**src/rtl/ca_cmd_assembler.sv**
```systemverilog
// ca_cmd_assembler: host CA command front end.
// Samples the host CA bus and chip-selects on every clock. It assembles one- or two-beat
// commands and queues only complete commands in a small FIFO. Queued commands are presented
// beat-by-beat with valid/ready to the CA distributor.
// Ports:
//   clk, rst          clock, synchronous active-high reset
//   enable            capture enable (FIFO drains regardless)
//   cs_n, ca_raw      host chip-selects (active low) and CA bus
//   ca_out, ca_valid_out, ca_rank_out, ca_last_out, ca_ready_in   beat output handshake
//   overflow_clr      clears overflow_flag
//   fifo_level, cmd_count, drop_count, proto_err_count, overflow_flag   status
module ca_cmd_assembler #(
  parameter int unsigned CA_WIDTH   = 14,
  parameter int unsigned RANK_BITS  = 2,
  parameter int unsigned NUM_CS     = 4,
  parameter int unsigned FIFO_DEPTH = 4,
  parameter int unsigned LVL_W      = $clog2(FIFO_DEPTH + 1)
) (
  input  logic                 clk,
  input  logic                 rst,
  input  logic                 enable,
  input  logic [NUM_CS-1:0]    cs_n,
  input  logic [CA_WIDTH-1:0]  ca_raw,
  output logic [CA_WIDTH-1:0]  ca_out,
  output logic                 ca_valid_out,
  output logic [RANK_BITS-1:0] ca_rank_out,
  output logic                 ca_last_out,
  input  logic                 ca_ready_in,
  input  logic                 overflow_clr,
  output logic [LVL_W-1:0]     fifo_level,
  output logic [31:0]          cmd_count,
  output logic [15:0]          drop_count,
  output logic [15:0]          proto_err_count,
  output logic                 overflow_flag
);

  localparam int unsigned AW = (FIFO_DEPTH > 1) ? $clog2(FIFO_DEPTH) : 1;

  typedef enum logic [0:0] {StIdle, StBeat2} state_e;

  state_e               state_q, state_d;
  logic [CA_WIDTH-1:0]  hold_beat_q, hold_beat_d;
  logic [RANK_BITS-1:0] hold_rank_q, hold_rank_d;

  logic [CA_WIDTH-1:0]  b0_mem   [FIFO_DEPTH];
  logic [CA_WIDTH-1:0]  b1_mem   [FIFO_DEPTH];
  logic [RANK_BITS-1:0] rank_mem [FIFO_DEPTH];
  logic                 len2_mem [FIFO_DEPTH];
  logic [AW-1:0]        wr_ptr_q, rd_ptr_q;
  logic [LVL_W-1:0]     count_q;
  logic                 beat_sel_q;

  logic [31:0] cmd_q;
  logic [15:0] drop_q, err_q;
  logic        ovf_q;

  // Capture decode
  int                   n_low;
  logic [RANK_BITS-1:0] rank_dec;
  logic                 first_eval;
  logic                 push, push_len2;
  logic [CA_WIDTH-1:0]  push_b0, push_b1;
  logic [RANK_BITS-1:0] push_rank;
  logic [1:0]           err_inc;

  always_comb begin
    n_low    = $countones(~cs_n);
    rank_dec = '0;
    for (int i = 0; i < NUM_CS; i++) begin
      if (!cs_n[i]) rank_dec = RANK_BITS'(i);
    end
  end

  always_comb begin
    state_d     = state_q;
    hold_beat_d = hold_beat_q;
    hold_rank_d = hold_rank_q;
    first_eval  = 1'b0;
    push        = 1'b0;
    push_len2   = 1'b0;
    push_b0     = '0;
    push_b1     = '0;
    push_rank   = '0;
    err_inc     = 2'd0;
    if (!enable) begin
      // Partial command silently discarded.
      state_d = StIdle;
    end else begin
      first_eval = 1'b1;
      if (state_q == StBeat2) begin
        state_d = StIdle;
        if (n_low == 0) begin
          push       = 1'b1;
          push_len2  = 1'b1;
          push_b0    = hold_beat_q;
          push_b1    = ca_raw;
          push_rank  = hold_rank_q;
          first_eval = 1'b0;
        end else begin
          // Abort, then re-evaluate this cycle as a fresh first beat.
          err_inc = 2'd1;
        end
      end
      if (first_eval && n_low == 1) begin
        if (ca_raw[1]) begin
          push      = 1'b1;
          push_b0   = ca_raw;
          push_rank = rank_dec;
        end else begin
          state_d     = StBeat2;
          hold_beat_d = ca_raw;
          hold_rank_d = rank_dec;
        end
      end else if (first_eval && n_low > 1) begin
        err_inc = err_inc + 2'd1;
      end
    end
  end

  // Output side
  logic empty, full, xfer, pop, push_ok, drop;
  logic [16:0] err_sum;

  assign empty        = (count_q == '0);
  assign full         = (count_q == LVL_W'(FIFO_DEPTH));
  assign ca_valid_out = !empty;
  assign ca_out       = empty ? '0 : (beat_sel_q ? b1_mem[rd_ptr_q] : b0_mem[rd_ptr_q]);
  assign ca_rank_out  = empty ? '0 : rank_mem[rd_ptr_q];
  assign ca_last_out  = !empty && (!len2_mem[rd_ptr_q] || beat_sel_q);
  assign xfer         = ca_valid_out && ca_ready_in;
  assign pop          = xfer && ca_last_out;
  // A pop in the same cycle frees the slot, so a full FIFO still accepts the push.
  assign push_ok      = push && (!full || pop);
  assign drop         = push && full && !pop;
  assign err_sum      = {1'b0, err_q} + 17'(err_inc);

  always_ff @(posedge clk) begin
    if (rst) begin
      state_q     <= StIdle;
      hold_beat_q <= '0;
      hold_rank_q <= '0;
      wr_ptr_q    <= '0;
      rd_ptr_q    <= '0;
      count_q     <= '0;
      beat_sel_q  <= 1'b0;
      cmd_q       <= '0;
      drop_q      <= '0;
      err_q       <= '0;
      ovf_q       <= 1'b0;
    end else begin
      state_q     <= state_d;
      hold_beat_q <= hold_beat_d;
      hold_rank_q <= hold_rank_d;
      if (push_ok) begin
        b0_mem[wr_ptr_q]   <= push_b0;
        b1_mem[wr_ptr_q]   <= push_b1;
        rank_mem[wr_ptr_q] <= push_rank;
        len2_mem[wr_ptr_q] <= push_len2;
        wr_ptr_q           <= wr_ptr_q + AW'(1);
        cmd_q              <= cmd_q + 32'd1;
      end
      if (xfer) begin
        beat_sel_q <= !ca_last_out;
      end
      if (pop) begin
        rd_ptr_q <= rd_ptr_q + AW'(1);
      end
      if (push_ok && !pop) begin
        count_q <= count_q + LVL_W'(1);
      end else if (pop && !push_ok) begin
        count_q <= count_q - LVL_W'(1);
      end
      if (drop && drop_q != 16'hFFFF) begin
        drop_q <= drop_q + 16'd1;
      end
      err_q <= err_sum[16] ? 16'hFFFF : err_sum[15:0];
      // Set has priority over clear.
      if (drop) begin
        ovf_q <= 1'b1;
      end else if (overflow_clr) begin
        ovf_q <= 1'b0;
      end
    end
  end

  assign fifo_level      = count_q;
  assign cmd_count       = cmd_q;
  assign drop_count      = drop_q;
  assign proto_err_count = err_q;
  assign overflow_flag   = ovf_q;

endmodule

```
**config.mk**
```make
export PLATFORM = sky130hd
export DESIGN_NAME = ca_cmd_assembler
export DESIGN_NICKNAME = d
export VERILOG_FILES = /design/src/rtl/ca_cmd_assembler.sv
export SDC_FILE = /design/constraint.sdc
export NUM_CORES = 1
export LEC_CHECK = 0
export BUFFER_PORTS_ARGS = -buffer_cell sky130_fd_sc_hd__buf_2
export CAP_MARGIN = 20
export CORE_ASPECT_RATIO = 1.25
export CORE_UTILIZATION = 53
export CTS_CLUSTER_DIAMETER = 100
export CTS_CLUSTER_SIZE = 12
export DETAILED_ROUTE_END_ITERATION = 16
export GPL_TIMING_DRIVEN = 0
export PLACE_DENSITY = 0.85
export SETUP_SLACK_MARGIN = 0.4
export SYNTH_ARGS = -nofsm -noshare
export SYNTH_HDL_FRONTEND = slang
export SYNTH_SLANG_ARGS = --single-unit
```
**constraint.sdc**
```tcl
create_clock -name clk -period 5.7 [get_ports clk]
set_clock_uncertainty 0.2 [all_clocks]
set_input_delay 1.14 -clock clk [delete_from_list [all_inputs] [get_ports clk]]
set_output_delay 1.14 -clock clk [all_outputs]
set_load 0.005 [all_outputs]
```
==> run_results.csv <==
group,metric,value,unit
status,status,"complete, no violations",
synthesis,yosys.area.top_type,"edfxtp_1",
finish,final_nets,944,
worst_hold_path,hold_depth,2,
synthesis,async_reset_ff_frac,0,
global_routing,grt_max_degree,14,
cts,numCtsBuffers,21,
finish,postLayoutCoreUtil,0.634,
cts,cts_hold_buf,0,
placement,pre_cts_ws,-0.847,ns
global_routing,grt_overflow,0,
finish,stdcell_area,11100,um^2
cts,cts_tree,"done",
timing,worstMarginPinSlew,0.963,ns
die,fp.dieH,151,um
die,rows,54,
cts,cts_root_buffer,"clkbuf_16",
pwr,power.share.clock,0.353,
drt,dr.first_iter.drc_count,458,
timing,setup_slack,0.661,ns
synthesis,yosysSeqAreaShare,0.587,
cts,clockBufferDepth,3,
critical_path,endpoint_kind,"register",
synthesis,synthCells,761,
critical_path,path_class,"in -> reg",
placement,dp.cells,1104,
worst_hold_path,hold_start,"hold_beat_q[10]",
synthesis,synth_edf_count,124,
cts,clk_pin_slew,0.06,ns
worst_hold_path,whs_endpoint,"hold_beat_q[10]",
die,initial_core_util,0.542,
global_routing,grt_pass1_vias,6591,
finish,area_growth,17.0,%
drt,antenna_left,0,
pwr,ir_drop,0.000193,V
timing,grt_setup_unrepaired,"no",
timing,min_period_over_period,0.884,
placement,dp_hpwl,15.3,mm
finish,fin_cells,1141,
critical_path,arrival,5.25,ns
pwr,p_leak,3.94,nW
placement,gp_congestion,0.853,
timing,period_minus_slack,5.04,ns
pwr,power_frac_comb,0.163,
critical_path,critPathMaxFanout,10,
global_routing,grt_use_total,0.244,
synthesis,syn_avg_cell_area,12.4,um^2
synthesis,ys_seq_elements,215,
synthesis,synth_top_area_frac,0.394,
die,num_io_pins,109,
drt,post_drt_wl_per_cell,19.4,um
timing,setup_tns,0,ns
drt,routed_wl,22.1,mm
critical_path,worstReg2RegEnd,"proto_err_count[9]",
critical_path,critPathRequiredTime,5.91,ns
die,dieArea,18400,um^2
die,dieWidth,121,um
placement,io_buffers,107,
critical_path,ff2ff_setup_slack,2.27,ns
timing,fmax,198,MHz
drt,firstDrtPassIters,8,
pwr,switchingPower,0.884,mW
critical_path,crit_path_start_kind,"primary input",
synthesis,synthFlopType,"edfxtp_1",
worst_hold_path,hp-class,"reg -> reg",
timing,setup_viol,0,
pwr,power_density,314,nW/um^2
synthesis,synth_area,9450,um^2
pwr,p_total,3.47,mW
synthesis,synthesis.nets,801,
job,drv_cap,0,
pwr,power.internal,2.58,mW
timing,max-slew-margin-rel,0.357,
timing,holdWs,0.253,ns
cts,cts_sinks,215,
pwr,seqPwrFrac,0.484,
cts,clk_latency,0.49,ns
synthesis,ys_top_cells_by_area,"edfxtp_1 (39%), dfxtp_1 (19%), mux4_2 (7.2%)",
timing,report.final.slew_viol_count,0,
die,core,17400,um^2
critical_path,r2r_start,"state_q",
drt,via_per_inst,6.02,
placement,placed_area,10400,um^2
synthesis,yosysUniqueCellTypes,60,
finish,drive_gt1_frac,0.229,
drt,route.detailed.drc,0,
critical_path,r2r.worst_path.cells,14,
pwr,swShare,0.255,
synthesis,yosys_warnings,0,
timing,hold_viol_final,0,
drt,vias,6874,
global_routing,grt_pass1_wl,34.3,mm
cts,htreeDepth,1,
global_routing,antenna_found_initial,0,
[final cells by class]
| type | count | area (um^2) |
|---|---|---|
| multi-input cells | 479 | 3670 |
| clock buffers | 35 | 578 |
| inverters | 20 | 75.1 |
| diodes | 1 | 2.50 |
| well taps | 224 | 280 |
| plain buffers | 47 | 210 |
| flip-flops and latches | 215 | 5550 |
| repair buffers | 120 | 689 |
| fillers | 1325 | 6380 |
[timing repair]
action	CTS	global route
gates resized for setup	4	9
pin swaps	1	0
setup endpoints to repair	16	11
buffers inserted	1	0
[Yosys cell counts (2+ instances only)]
master and number:
mux2_2 4, a2111oi_0 2, o31ai_1 13, and3_1 24, nand3_1 20, a21oi_1 56
inv_1 19, or4_1 15, nor2b_1 9, nand4_1 13, mux2_1 3, ha_1 14
a2111oi_1 3, nor3b_1 7, xnor2_1 20, and4_1 6, xor2_1 11, or3_1 9
nand3b_1 3, o31a_1 2, and2_1 7, o41ai_1 2, clkbuf_1 31, a211oi_1 8
nor4_1 5, mux4_2 30, o21ai_0 12, o21ba_2 2, nand2_1 58, a22o_1 13
dfxtp_1 91, a21o_1 3, nand2b_1 2, nor2_1 52, buf_4 2, mux2i_1 20
o2111ai_1 2, nor3_1 8, fa_1 3, buf_1 3, a32oi_1 2, edfxtp_1 124
buf_2 11
[cells in the final DEF, fill, tap and decap left out, types with 3 or more instances in the layout]
cell and n:
clkbuf_16 21, o31ai_1 13, a21oi_1 56, and4_1 5, edfxtp_1 124, ha_1 14, buf_6 10, buf_2 118
and2_1 7, buf_8 3, o21ai_0 12, a22o_1 13, buf_1 3, nand3_1 19, a21o_1 3, mux4_2 30
and3_1 24, nor3_1 8, nor4_1 5, or3_1 9, mux2i_1 20, buf_4 4, inv_1 19, fa_1 3
nor3b_1 3, nor3b_2 5, xnor2_1 20, nor2b_1 8, a211oi_1 8, clkbuf_1 42, or4_1 15, nand2_1 58
nand4_1 13, xor2_1 11, a2111oi_1 3, mux2_2 4, nor2_1 52, dfxtp_1 91, mux2_1 3, nand3b_1 3
[state kept, by name, indices dropped and copies added, names as in the netlist, named ones only]
| signal | count |
|---|---|
| b0_mem | 56 |
| b1_mem | 56 |
| cmd_count | 32 |
| drop_count | 16 |
| proto_err_count | 16 |
| hold_beat_q | 13 |
| rank_mem | 8 |
| len2_mem | 4 |
| fifo_level | 3 |
| hold_rank_q | 2 |
| rd_ptr_q | 2 |
| wr_ptr_q | 2 |
| beat_sel_q | 1 |
| overflow_flag | 1 |
| state_q | 1 |
[cell families after synthesis]
group / synth area share
xor gates and xnor gates: 0.0287
AOI/OAI and AO/OA: 0.0867
DFF: 0.587
buffers and inverters: 0.0289
and+or+nand+nor: 0.143
adders and majority gates: 0.0249
muxes: 0.101
[critical path, cell delays in order]
cell      delay, ns
buf_2          0.11
fa_1           0.53
inv_1          0.04
ha_1           0.19
inv_1          0.08
ha_1           0.31
nor4b_4        0.37
buf_6          0.21
a211oi_1       0.06
ha_1           0.27
nand2_1        0.04
a21boi_0       0.21
ha_1           0.21
inv_1          0.05
fa_1           0.45
nor2b_2        0.17
and4_2         0.30
nand3_2        0.14
buf_4          0.21
a21oi_1        0.13
[power by group through the flow]
stage / Clock, mW / Sequential (mW) / Combinational [mW]
final: 1.22 / 1.68 / 0.564
after global routing: 1.29 / 1.68 / 0.623
after CTS: 1.24 / 1.68 / 0.576
after detailed placement: 0 / 1.71 / 0.567
after global placement: 0 / 1.71 / 0.548
after floorplan: 0 / 1.71 / 0.359
[routing by layer]
metal	vias to the layer above	global-route usage	share of wire
met2	280	0.430	0.51
met1	3373	0.292	0.38
li1	3167	-	-
met4	0	0.0877	0.025
met3	54	0.0523	0.077
met5	-	0	0
[worst max path at each step]
| stage | start | end | slack (ns) |
|---|---|---|---|
| 2_1_floorplan | cs_n[0] | b0_mem[1][0] | -0.08 |
| 3_3_place_gp | cs_n[0] | b0_mem[3][9] | -1.96 |
| 3_5_place_dp | cs_n[0] | proto_err_count[4] | -0.85 |
| 4_1_cts | cs_n[0] | proto_err_count[9] | 0.43 |
| 5_1_grt | cs_n[0] | proto_err_count[3] | 0.40 |
| 6_report | cs_n[0] | proto_err_count[9] | 0.66 |
(Power assumes the default switching activity.)
